[src/rtl/pwm_pkg.sv]
// Shared definitions for the PWM DAC/ADC pair: default window length,
// receiver FSM states and the high-count to code mapping.
package pwm_pkg;

    localparam int DEFAULT_CYCLES_PER_WINDOW = 1024;

    typedef enum logic {
        UNLOCKED = 1'b0,
        LOCKED   = 1'b1
    } state_t;

    // The DAC drives c+1 high cycles for c>0 and none for c=0, so a single
    // high cycle cannot come from a good DAC and folds onto code 0.
    function automatic int hi_to_code(input int h);
        return (h == 0) ? 0 : h - 1;
    endfunction

endpackage

[src/rtl/pwm_adc_if.sv]
// Recovered-code stream: the ADC sources codes, the consumer accepts them
// with a valid/ready handshake.
interface pwm_adc_if #(
    parameter int CODE_WIDTH = 10
);
    logic [CODE_WIDTH-1:0] code;
    logic                  code_valid;
    logic                  code_ready;

    modport master (
        output code,
        output code_valid,
        input  code_ready
    );

    modport slave (
        input  code,
        input  code_valid,
        output code_ready
    );
endinterface

[src/rtl/pwm_window_counter.sv]
// Bit position and high-cycle accumulator for one PWM window, plus
// detection of the window's last bit and of a sync arriving before it.
module pwm_window_counter #(
    parameter int N  = 1024,
    parameter int CW = 10
) (
    input  logic        clk,
    input  logic        rst,
    input  logic        en,
    input  logic        pwm,
    input  logic        sync_in,
    output logic        last_bit,
    output logic        early_sync,
    output logic [CW:0] hi_total
);

    logic [CW-1:0] idx_reg;
    logic [CW:0]   hi_reg;

    assign last_bit   = (idx_reg == CW'(N - 1));
    assign early_sync = sync_in && !last_bit;

    // Count including the bit being sampled this cycle; on the last bit this
    // is the full window total and may reach N, hence the extra bit.
    assign hi_total = hi_reg + (CW + 1)'(pwm);

    // Held at zero while unlocked so the first bit after the locking sync
    // lands at index 0; any sync or window end realigns.
    always_ff @(posedge clk) begin
        if (rst || !en || sync_in || last_bit) begin
            idx_reg <= '0;
            hi_reg  <= '0;
        end else begin
            idx_reg <= idx_reg + 1'b1;
            hi_reg  <= hi_total;
        end
    end

endmodule

[src/rtl/pwm_adc.sv]
// PWM receiver: locks to the DAC's window sync, recovers one code per window
// and presents it on a valid/ready stream with sticky error flags.
module pwm_adc
    import pwm_pkg::*;
#(
    parameter int CYCLES_PER_WINDOW = DEFAULT_CYCLES_PER_WINDOW,
    parameter int CODE_WIDTH        = $clog2(CYCLES_PER_WINDOW)
) (
    input  logic      clk,
    input  logic      rst,
    input  logic      pwm,
    input  logic      sync_in,
    output logic      locked,
    output logic      sync_err,
    output logic      overrun,
    input  logic      clr_err,
    pwm_adc_if.master smp
);

    state_t                state_reg;
    logic [CODE_WIDTH-1:0] code_reg;
    logic                  valid_reg;
    logic                  locked_reg;
    logic                  sync_err_reg;
    logic                  overrun_reg;

    logic                  last_bit;
    logic                  early_sync;
    logic [CODE_WIDTH:0]   hi_total;

    logic                  is_locked;
    logic                  publish;
    logic                  sync_fault;
    logic                  overwrite;
    logic [CODE_WIDTH-1:0] new_code;

    pwm_window_counter #(
        .N  (CYCLES_PER_WINDOW),
        .CW (CODE_WIDTH)
    ) u_counter (
        .clk        (clk),
        .rst        (rst),
        .en         (is_locked),
        .pwm        (pwm),
        .sync_in    (sync_in),
        .last_bit   (last_bit),
        .early_sync (early_sync),
        .hi_total   (hi_total)
    );

    assign is_locked  = (state_reg == LOCKED);
    // A missing sync still publishes: the window length is trusted over sync.
    assign publish    = is_locked && last_bit;
    assign sync_fault = is_locked && ((last_bit && !sync_in) || early_sync);
    assign overwrite  = publish && valid_reg && !smp.code_ready;
    assign new_code   = CODE_WIDTH'(hi_to_code(int'(hi_total)));

    always_ff @(posedge clk) begin
        if (rst) begin
            state_reg    <= UNLOCKED;
            locked_reg   <= 1'b0;
            code_reg     <= '0;
            valid_reg    <= 1'b0;
            sync_err_reg <= 1'b0;
            overrun_reg  <= 1'b0;
        end else begin
            case (state_reg)
                UNLOCKED: begin
                    if (sync_in) begin
                        state_reg  <= LOCKED;
                        locked_reg <= 1'b1;
                    end
                end
                LOCKED: begin
                    state_reg  <= LOCKED;
                    locked_reg <= 1'b1;
                end
                default: begin
                    state_reg  <= UNLOCKED;
                    locked_reg <= 1'b0;
                end
            endcase

            if (publish) begin
                code_reg  <= new_code;
                valid_reg <= 1'b1;
            end else if (valid_reg && smp.code_ready) begin
                valid_reg <= 1'b0;
            end

            // Setting wins over a simultaneous clear so no event is lost.
            if (sync_fault) begin
                sync_err_reg <= 1'b1;
            end else if (clr_err) begin
                sync_err_reg <= 1'b0;
            end

            if (overwrite) begin
                overrun_reg <= 1'b1;
            end else if (clr_err) begin
                overrun_reg <= 1'b0;
            end
        end
    end

    assign smp.code       = code_reg;
    assign smp.code_valid = valid_reg;
    assign locked         = locked_reg;
    assign sync_err       = sync_err_reg;
    assign overrun        = overrun_reg;

endmodule

[src/flat_wrapper.sv]
// flat-port wrapper written by rule: the top's interface ports become plain ports
module pwm_adc_flat import pwm_pkg::*;
#(
    parameter int CYCLES_PER_WINDOW = DEFAULT_CYCLES_PER_WINDOW,
    parameter int CODE_WIDTH        = $clog2(CYCLES_PER_WINDOW)
)
  (clk, rst, pwm, sync_in, locked, sync_err, overrun, clr_err, smp_code, smp_code_valid, smp_code_ready);
  pwm_adc_if #(.CODE_WIDTH(CODE_WIDTH)) smp_i ();
  input  logic clk;
  input  logic rst;
  input  logic pwm;
  input  logic sync_in;
  output logic locked;
  output logic sync_err;
  output logic overrun;
  input  logic clr_err;
  output wire logic [$bits(smp_i.code)-1:0] smp_code;
  output wire logic [$bits(smp_i.code_valid)-1:0] smp_code_valid;
  input wire logic [$bits(smp_i.code_ready)-1:0] smp_code_ready;
  assign smp_code = smp_i.code;
  assign smp_code_valid = smp_i.code_valid;
  assign smp_i.code_ready = smp_code_ready;
  pwm_adc #(.CYCLES_PER_WINDOW(CYCLES_PER_WINDOW), .CODE_WIDTH(CODE_WIDTH)) u_core (.clk(clk), .rst(rst), .pwm(pwm), .sync_in(sync_in), .locked(locked), .sync_err(sync_err), .overrun(overrun), .clr_err(clr_err), .smp(smp_i));
endmodule
[config.mk]
export PLATFORM = sky130hd
export DESIGN_NAME = pwm_adc_flat
export DESIGN_NICKNAME = d
export VERILOG_FILES = /design/src/rtl/pwm_pkg.sv /design/src/rtl/pwm_adc_if.sv /design/src/rtl/pwm_window_counter.sv /design/src/rtl/pwm_adc.sv /design/src/flat_wrapper.sv
export SDC_FILE = /design/constraint.sdc
export NUM_CORES = 1
export LEC_CHECK = 0
export ABC_AREA = 0
export ABC_CLOCK_PERIOD_IN_PS = 3200
export BUFFER_PORTS_ARGS = -buffer_cell sky130_fd_sc_hd__buf_2
export CAP_MARGIN = 20
export CORE_MARGIN = 2
export CORE_UTILIZATION = 26
export DETAILED_ROUTE_END_ITERATION = 8
export GPL_TIMING_DRIVEN = 0
export SLEW_MARGIN = 0
export SYNTH_ARGS = -nofsm -noshare
export SYNTH_HDL_FRONTEND = slang
export SYNTH_SLANG_ARGS = --single-unit
[constraint.sdc]
create_clock -name clk -period 3.2 [get_ports clk]
set_clock_uncertainty 0.05 [all_clocks]
set_input_delay 0.16 -clock clk [delete_from_list [all_inputs] [get_ports clk]]
set_output_delay 0.16 -clock clk [all_outputs]
set_load 0.05 [all_outputs]
[Yosys cells after proc, flatten, opt, wreduce, memory -nomap -nowiden]
Cells that the tools add are included.
W data, S select, Z words.
Operators by class
  multiplexer cells: 10
  bitwise logic cells: 1
  reduce and logical (&&, ||, !) cells: 19
  equality and inequality tests: 2
  add/subtract/negate cells: 3
Operators with widths (count)
  $add A11 B1 Y11: 1
  $logic_not A11 Y1: 1
  $add A10 B1 Y10 const B: 1
  $eq A10 B10 Y1 const B: 1
  $mux W10: 1
  $sub A10 B1 Y10 const B: 1
  $logic_and A1 B1 Y1: 7
  $mux W1: 7
  $reduce_bool A2 Y1: 3
  $logic_not A1 Y1: 4
  $logic_or A1 B1 Y1: 4
  $pmux W1 S2: 2
  $ne A2 B2 Y1 const B: 1
  $not A1 Y1: 1
Word-level totals
  input bits: 6
  register bits after elaboration: 36

[Logic depth before layout (Yosys ltp)]
Gate-level depths: netlist of the first run.
  depth after elaboration: 6
  gate-level depth with buffers: 9
  gate-level depth less buffers: 9

[Modules after synthesis]
From an unflattened synthesis of the first run, not the netlist that was laid out.
Unflattened totals
  cells, all modules: 178
  area, all modules: 1652.8 um^2
Modules (own cells, without submodules)
  pwm_window_counter: seq. area each 420.4 um^2, instances 1, area an instance 923.4 um^2, cells an instance 98
  pwm_adc: seq. area each 300.3 um^2, instances 1, area an instance 729.4 um^2, cells an instance 80

[Worst setup path after synthesis of the first run]
OpenSTA, ideal clock, no wires.
  path kind: reg2reg
  from: register u_core.u_counter.hi_reg[0]
  to: register u_core.code_reg[8] (netlist: u_core.smp.code[8])
  path slack: 0.986 ns
  cell stages (with the launch flop): 10
  buffers on the path: 0
  arrival: 2.046 ns
  data required time: 3.031 ns
  path through: dfxtp_1 > ha_1 > ha_1 > inv_1 > ha_1 > nor4b_1 > a32oi_1 > mux2i_1 > o2111a_1 > o21ai_1
On the way
  word-level cells in the longest chain between the ends: 3
  elaborated cells between the ends (all ways): 4
  those cells by class: add/sub: 2; mux: 1; reduce/logical: 1
RTL lines
  start, declared: RTL line pwm_window_counter.sv:18  | logic [CW:0] hi_reg;
  start signal, assigned: RTL line pwm_window_counter.sv:35  | hi_reg <= hi_total;
  $add A11 B1 Y11 (*): RTL line pwm_window_counter.sv:25  | assign hi_total = hi_reg + (CW + 1)'(pwm);
  named net u_core.hi_total[1]: RTL line pwm_adc.sv:29  | logic [CODE_WIDTH:0] hi_total;
  $sub A10 B1 Y10 / $logic_not A11 Y1 (equally long branches): RTL line pwm_pkg.sv:15  | return (h == 0) ? 0 : h - 1;
  $mux W10 (*): RTL line pwm_pkg.sv:15
  end signal, assigned: RTL line pwm_adc.sv:85  | code_reg <= new_code;
  end, declared: RTL line pwm_adc.sv:21  | logic [CODE_WIDTH-1:0] code_reg;
Mark *: on every way through the listed nets, which the timed path passes. The rest lies on a longest branch.
A chain may end at the register's enable or synchronous reset.

[Worst setup path after layout of the first run]
Same ends and word-level chain as after synthesis.

==> impl_metrics.toml, run 1 <==
[cells_and_area]
largest_reg_flops = 11
fillers = 729
fin_util = 0.310
nets = 241
seq_area_sq_um = 721
stdcell_area_sq_um = 2070
syn_to_final_growth_pct = 16.8
n_antenna_cell = 0
drive_above_1_share = 0.186
multi_input_area_sq_um = 960
instances_no_fill = 311

[synth]
synthesis.nets = 216
ys_seq_area_frac = 0.407
ys.flop_type = "dfxtp_1"
synth_cell_types = 44
avgSynthCellArea_sq_um = 8.64
synth_warnings = 0
netlist.top_cell.by_area = "dfxtp_1"
async_flop_share = 0
synth_area_leaders = "dfxtp_1, xor2_1, nor2_1"
synth_edf_count = 0
syn_inst = 205
yosys.cell_count.top_type = "dfxtp_1"
synth_top_area_share = 0.407
ys_ff_latch = 36
ys_top_cells_by_count = "dfxtp_1, nor2_1, nand2_1"
syn_area_sq_um = 1770

[global_routing]
antenna_found_initial = 0
grt_start_max_net_pins = 12
grt_first_pass_wirelength_um = 5940
met1_usage = 0.127
grt_pass1_vias = 1330
use_met3 = 0.0333
grt_usage = 0.0993
overflow = 0
top_usage_layer = "met2"
grtUsageMet2 = 0.155

[power]
p_switching_mw = 0.190
power_mw = 0.892
clkPwrFrac = 0.437
power.share.sequential = 0.507
switching_share = 0.213
p_leak_nw = 0.792
worst_ir_drop_vdd_uv = 142
power_density_nw_per_um2 = 431
internal-power_mw = 0.701
comb_power_share = 0.055

[floorplan]
coreArea_sq_um = 6680
start_util = 0.265
die_height_um = 86.6
dieWidth_um = 86.6
io_pins = 20
rows = 30
die_area_sq_um = 7490

[drt]
drc = 0
via_per_inst = 4.58
wire_per_inst_um = 10.8
drt_iter0_drc = 51
vias = 1425
drt_wl_total_um = 3370
antenna_left = 0
dr.pass1.iters = 4

[sta]
finalCritPeriodShare = 0.777
min_period_ns = 2.49
fin_tns_setup_ns = 0
fmax_ghz = 0.402
rsz0062_at_grt = "no"
tightest_slew_ns = 0.879
hold_violations = 0
finalMaxSlewViolations = 0
timing.final.ws_setup_ns = 0.712
hold_ws_ns = 0.0862
slew_headroom = 0.414
setup_viol = 0

[setup_path]
path_cells = "ha_1 -> ha_1 -> inv_1 -> ha_1 -> nor4b_1 -> a32oi_1 -> mux2i_1 -> o2111a_1 -> o21ai_1"
worstPathMaxFanout = 6
slowest_stage = "a32oi_1"
cp-startpoint = "u_core.u_counter.hi_reg[0]"
rr_worst_depth = 9
crit_arrival_ns = 2.61
r2r_end = "u_core.smp.code[8]"
start_kind = "register"
crit_required_ns = 3.33
end_kind = "register"
endpoint = "u_core.smp.code[8]"
rrSetupSlack_ns = 0.71
critPathMaxStageDelay_ns = 0.37
cpMostUsedCell = "ha_1"
r2r_start = "u_core.u_counter.hi_reg[0]"
crit_type = "reg2reg"

[clocking]
clock_path_buffers = 2
post-cts-setup-buffers = 0
clk_pin_slew_ns = 0.07
cts_resized = 0
cts_tree = "done"
cts_hold_buf = 0
htreeDepth = 2
clock_latency_ns = 0.29
cts_sinks = 36
root_buffer = "clkbuf_8"
cts_buffers = 5

[place]
dpl_cell_area_sq_um = 1960
portBuffers = 18
hpwl_um = 2500
place_worst_setup_slack_ns = 0.720
place_inst = 303
gp_congestion = 0.785

[run]
drv_cap = 0

[outcome]
status = "finished, final reports clean"

[hold_path]
worstHoldPathType = "in2reg"
[power groups by stage]
stage / logic [mW] / registers, mW / clock network, mW
after CTS: 0.0502 / 0.452 / 0.405
after floorplan: 0.0325 / 0.468 / 0
final: 0.0495 / 0.453 / 0.390
after global placement: 0.0500 / 0.463 / 0
after global routing: 0.0558 / 0.453 / 0.424
after detailed placement: 0.0498 / 0.463 / 0
[cell usage in the layout (no fill, tap or decap), types with 2 or more instances in the layout]
cell,instances
clkbuf_8,5
buf_6,3
dfxtp_1,36
xor2_1,14
a21oi_1,8
and3_1,2
a22o_1,2
xnor2_1,12
nand3_1,9
a32oi_1,2
mux2i_1,2
ha_1,5
nor2b_1,4
buf_2,22
nand4_1,2
nand2_1,19
nor2_1,31
or2_2,2
nand2b_1,2
clkbuf_1,4
inv_1,3
o21ai_1,8
buf_4,2
o21ai_0,4
nor3_1,6
[cell type report]
type | count | area share
Buffer | 12 | 0.0387
Clock buffer | 6 | 0.0351
Clock inverter | 2 | 0.0169
Inverter | 3 | 0.00544
Multi-Input combinational cell | 154 | 0.464
Sequential cell | 36 | 0.348
Tap cell | 80 | 0.0484
Timing Repair Buffer | 18 | 0.0435
[worst min path at each step]
stage | to | slack, ns | start | depth (start not counted)
5_1_grt | u_core.overrun | 0.09 | clr_err | 3
3_5_place_dp | u_core.locked | 0.38 | sync_in | 3
4_1_cts | u_core.is_locked | 0.08 | sync_in | 3
3_3_place_gp | u_core.is_locked | 0.38 | sync_in | 3
2_1_floorplan | u_core.is_locked | 0.23 | sync_in | 2
6_report | u_core.is_locked | 0.09 | sync_in | 3
[worst max-delay path: cells and delay by family (launching register included)]
family                   cells  cell delay (ns)
AND/OR/NAND/NOR              1             0.17
multiplexers                 1             0.25
AO/OA/AOI/OAI                3             0.61
flip-flops                   1             0.30
adder cells (fa/ha/maj)      3             0.88
buffers and inverters        1             0.11
[metal layers]
metal	vias to the layer above	share of wire
met2	29	0.44
met1	645	0.49
met4	0	0.011
li1	747	-
met3	4	0.053
met5	-	0
[kinds of logic (layout without fill, tap and decap cells)]
family / count (synthesis) / in the layout / synth area share
flip-flops: 36 / 36 / 0.407
AO/OA/AOI/OAI: 32 / 32 / 0.117
adder cells (fa/ha/maj): 5 / 5 / 0.0353
multiplexers: 2 / 2 / 0.0113
XOR/XNOR: 26 / 26 / 0.129
buffers and inverters: 15 / 41 / 0.0515
AND/OR/NAND/NOR: 89 / 89 / 0.250
Note: power is estimated with default switching activity, not from simulation.
==> inputs of run 2 (changes only) <==
- ABC_CLOCK_PERIOD_IN_PS: 3200 -> 2000
- clock period: 3.2 -> 2 ns (I/O delays scaled with it)
==> run 2 against run 1 <==
The run now ends with negative setup slack left. Maximum frequency grew 20%. Clock power grew 81%. First-iteration DRC count grew 14%. Die area is the same. Largest cell class unchanged. Largest power group unchanged.
==> impl_metrics.toml, run 2 (synthesis results as in run 1) <==
[outcome]
status = "finished with violations"
violations = "negative setup slack"

[global_routing]
grt_pass1_vias = 1369
grt_usage = 0.106
grt_start_max_net_pins = 12
antenna_found_initial = 0
grt_first_pass_wirelength_um = 6330
overflow = 0

[sta]
finalMaxSlewViolations = 0
setup_viol = 10
fin_tns_setup_ns = -0.528
finalCritPeriodShare = 1.03
slew_headroom = 0.605
min_period_ns = 2.07
rsz0062_at_grt = "yes"
tightest_slew_ns = 0.588
hold_violations = 0
timing.final.ws_setup_ns = -0.0659
fmax_ghz = 0.484

[cells_and_area]
final_cell_mix = "dfxtp_1, nor2_1, buf_2"
final_common_cell = "dfxtp_1"
seq_area_sq_um = 723
fillers = 689
instances_no_fill = 320
n_antenna_cell = 0
largest_reg_flops = 11
multi_input_area_sq_um = 1060
stdcell_area_sq_um = 2260
fin_util = 0.339
drive_above_1_share = 0.283
nets = 250
syn_to_final_growth_pct = 27.8

[place]
place_inst = 303
hpwl_um = 2500
portBuffers = 18
dpl_cell_area_sq_um = 2020
gp_congestion = 0.801

[setup_path]
critPathMaxStageDelay_ns = 0.34
slowest_stage = "dfxtp_2"
r2r_end = "u_core.smp.code[5]"
path_cells = "ha_4 -> ha_4 -> nand4_1 -> nor2_2 -> nand4_1 -> xor2_2 -> a41o_4 -> o21ai_1"
start_kind = "register"
crit_arrival_ns = 2.19
r2r_start = "u_core.u_counter.hi_reg[0]"
cp-startpoint = "u_core.u_counter.hi_reg[0]"
end_kind = "register"
crit_type = "reg2reg"
rrSetupSlack_ns = -0.07
rr_worst_depth = 8
crit_required_ns = 2.13
endpoint = "u_core.smp.code[5]"
worstPathMaxFanout = 8

[floorplan]
dieWidth_um = 86.6
io_pins = 20
start_util = 0.265
die_area_sq_um = 7490
die_height_um = 86.6
coreArea_sq_um = 6680
rows = 30

[clocking]
htreeDepth = 2
clk_pin_slew_ns = 0.08
cts_sinks = 36
cts_tree = "done"
clock_latency_ns = 0.29
root_buffer = "clkbuf_8"
cts_buffers = 5
clock_path_buffers = 2

[drt]
antenna_left = 0
drc = 0
drt_wl_total_um = 3710
vias = 1471
drt_iter0_drc = 58
wire_per_inst_um = 11.6
dr.pass1.iters = 4
via_per_inst = 4.60

[run]
drv_cap = 0

[hold_path]
worstHoldPathType = "in2reg"
min_from = "sync_in"

[power]
p_leak_nw = 0.859
power_mw = 1.52
worst_ir_drop_vdd_uv = 267
power_density_nw_per_um2 = 673
==> run 2: cell types whose count changed in the layout (fill, tap and decap cells not counted), sizes merged <==
cell | before | now
buf | 27 | 36
clkbuf | 9 | 10
clkinv | 1 | 0
==> run 2: power by group <==
part	leakage, nW	switching (mW)	internal (mW)
registers	0.292	0.00256	0.722
clock network	0.0645	0.264	0.440
logic	0.503	0.0532	0.0409
total	0.859	0.320	1.20
==> run 2: critical path, delay by kind of cell, from the launching register on <==
family,cells,cell delay (ns)
DFF,1,0.34
adders and majority gates,2,0.29
xor gates and xnor gates,1,0.31
AOI/OAI and AO/OA,2,0.38
and+or+nand+nor,3,0.56
==> run 2: what timing repair did <==
item	in CTS	in global routing
hold buffers	0	0
endpoints found under the setup margin	10	12
gates resized for setup	8	4
buffers inserted	4	5
pin swaps	3	5
==> run 2: how the worst min path moves through the flow <==
stage,end,slack [ns],depth (start not counted)
CTS,u_core.is_locked,0.01,3
detailed placement,u_core.is_locked,0.32,3
finish,u_core.is_locked,0.02,3
floorplan,u_core.is_locked,0.17,2
global route,u_core.overrun,0.04,3
global placement,u_core.is_locked,0.32,3
==> run 2: per-layer routing <==
metal,routed length [um],GRT usage
met1,1880,0.139
met2,1620,0.168
met3,182,0.0324
met4,35,0.0341
met5,0,0
==> run 2: stage by stage <==
stage	hold slack (ns)	setup WS (ns)
after floorplan	0.166	0.0329
after global placement	0.316	-0.0987
after detailed placement	0.320	-0.0967
after CTS	0.0149	-0.0129
after global routing	0.0415	-0.179
final	0.0233	-0.0659
==> run 2: layout make-up <==
type,count,area share
Clock buffer,7,0.0426
Multi-Input combinational cell,154,0.468
Tap cell,80,0.0442
Sequential cell,36,0.320
Inverter,3,0.00719
Buffer,12,0.0354
Clock inverter,1,0.0133
Timing Repair Buffer,27,0.0697
==> inputs of run 3 (changes only) <==
- CORE_ASPECT_RATIO: default -> 1.4
==> run 3 against run 2 <==
Combinational power is 4.9% higher. Utilization is 0.43 points higher. Die area is 0.12% higher. Clock power is 24% lower. Non-clock buffer count stayed put. Hold slack better by 0.0027 ns. Register-to-register slack better by 0.05 ns. Via count is 0.54% higher. Final cell count is 3.8% higher. The run still ends with negative setup slack left. Global-route usage is 0.22 points higher. Total power is 11% lower.
==> impl_metrics.toml, run 3 (synthesis results as in run 1) <==
[power]
p_switching_mw = 0.313
switching_share = 0.230
power_density_nw_per_um2 = 599
power_mw = 1.36
comb_power_share = 0.073
p_leak_nw = 0.842
clkPwrFrac = 0.395
internal-power_mw = 1.05
worst_ir_drop_vdd_uv = 262
power.share.sequential = 0.533

[setup_path]
rr_worst_depth = 9
critPathTopFamily = "adder cells"
crit_arrival_ns = 2.15
endpoint = "u_core.smp.code[8]"
cp-startpoint = "u_core.u_counter.hi_reg[0]"
cp_num_buf_inv = 1
end_kind = "register"
path_cells = "ha_4 -> ha_4 -> inv_6 -> ha_4 -> nor4b_4 -> a32oi_2 -> mux2i_1 -> o2111a_1 -> o21ai_1"
rrSetupSlack_ns = -0.02
r2r_start = "u_core.u_counter.hi_reg[0]"
crit_required_ns = 2.13
cp_num_cells = 9
cpMostUsedCell = "ha_4"
worstPathMaxFanout = 5
critPathMaxStageDelay_ns = 0.33
start_kind = "register"
slowest_stage = "dfxtp_2"
crit_type = "reg2reg"
r2r_end = "u_core.smp.code[8]"

[cells_and_area]
final_common_cell = "dfxtp_1"
fin_util = 0.343
instances_no_fill = 332
nets = 250
largest_reg_flops = 11
syn_to_final_growth_pct = 28.0
final_cell_mix = "dfxtp_1, nor2_1, buf_2"
n_antenna_cell = 0
drive_above_1_share = 0.304

[drt]
antenna_left = 0
drt_iter0_drc = 94
vias = 1479
via_per_inst = 4.45
dr.pass1.iters = 4
drc = 0
wire_per_inst_um = 11.4
drt_wl_total_um = 3800

[global_routing]
met1_usage = 0.130
grt_usage = 0.108
antenna_found_initial = 0
use_met3 = 0.0308
grtUsageMet2 = 0.181
grt_pass1_vias = 1419
grt_first_pass_wirelength_um = 6410
top_usage_layer = "met2"
overflow = 0
grt_start_max_net_pins = 11

[sta]
fin_tns_setup_ns = -0.0189
tightest_slew_ns = 0.581
hold_ws_ns = 0.0259
finalCritPeriodShare = 1.01
slew_headroom = 0.610
timing.final.ws_setup_ns = -0.0189
rsz0062_at_grt = "yes"
fmax_ghz = 0.495
min_period_ns = 2.02
hold_violations = 0
finalMaxSlewViolations = 0
setup_viol = 1

[floorplan]
die_area_sq_um = 7500
dieWidth_um = 73.8
die_height_um = 102
coreArea_sq_um = 6610
io_pins = 20
rows = 35
start_util = 0.268

[outcome]
status = "finished with violations"
violations = "negative setup slack"

[clocking]
cts_tree = "done"
clock_path_buffers = 2
cts_buffers = 5
cts_hold_buf = 0
clock_latency_ns = 0.29
cts_sinks = 36
root_buffer = "clkbuf_8"
htreeDepth = 2
clk_pin_slew_ns = 0.07

[hold_path]
min_from = "sync_in"
worstHoldPathType = "in2reg"
min_path_cells = 3

[place]
hpwl_um = 2630
gp_congestion = 0.804
place_inst = 315
portBuffers = 18

[run]
drv_cap = 0
[run 3: power groups by stage]
stage                     clock network, mW  registers (mW)  logic, mW
after detailed placement                  0           0.741     0.0888
after floorplan                           0           0.750     0.0583
final                                 0.537           0.725     0.0987
after global placement                    0           0.741     0.0876
after global routing                  0.589           0.725      0.109
after CTS                             0.557           0.724     0.0950
[run 3: per-layer routing]
| layer | wire (um) | vias up | part of all wire |
|---|---|---|---|
| met1 | 1680 | 675 | 0.44 |
| met4 | 70 | 0 | 0.018 |
| li1 | - | 765 | - |
| met5 | 0 | - | 0 |
| met3 | 153 | 9 | 0.040 |
| met2 | 1890 | 30 | 0.50 |
[run 3: what timing repair did]
item | CTS | global route
gates resized for setup | 5 | 15
pin swaps | 3 | 7
buffers inserted | 4 | 5
setup endpoints to repair | 10 | 30
[run 3: area by class of cell]
class                   instances  area, sq um
well taps                      92          115
fillers                       695         4340
inverters                       3         16.3
multi-input cells             154         1080
flip-flops and latches         36          724
repair buffers                 27          158
plain buffers                  12         80.1
clock buffers                   8         90.1
[run 3: worst min-delay path: stages]
cell and delay, ns:
buf_2 0.12, nor2_1 0.04, nor2_1 0.07
[run 3: metrics by stage]
step	instance area [sq um]	setup WS, ns
floorplan	1830	0.0329
global placement	2030	-0.111
detailed placement	2030	-0.151
CTS	2170	-0.0301
global route	2270	-0.109
finish	2270	-0.0189
[run 3: how the worst min path moves through the flow]
| stage | to |
|---|---|
| floorplan | u_core.is_locked |
| global placement | u_core.is_locked |
| detailed placement | u_core.is_locked |
| CTS | u_core.is_locked |
| global route | u_core.overrun |
| finish | u_core.is_locked |
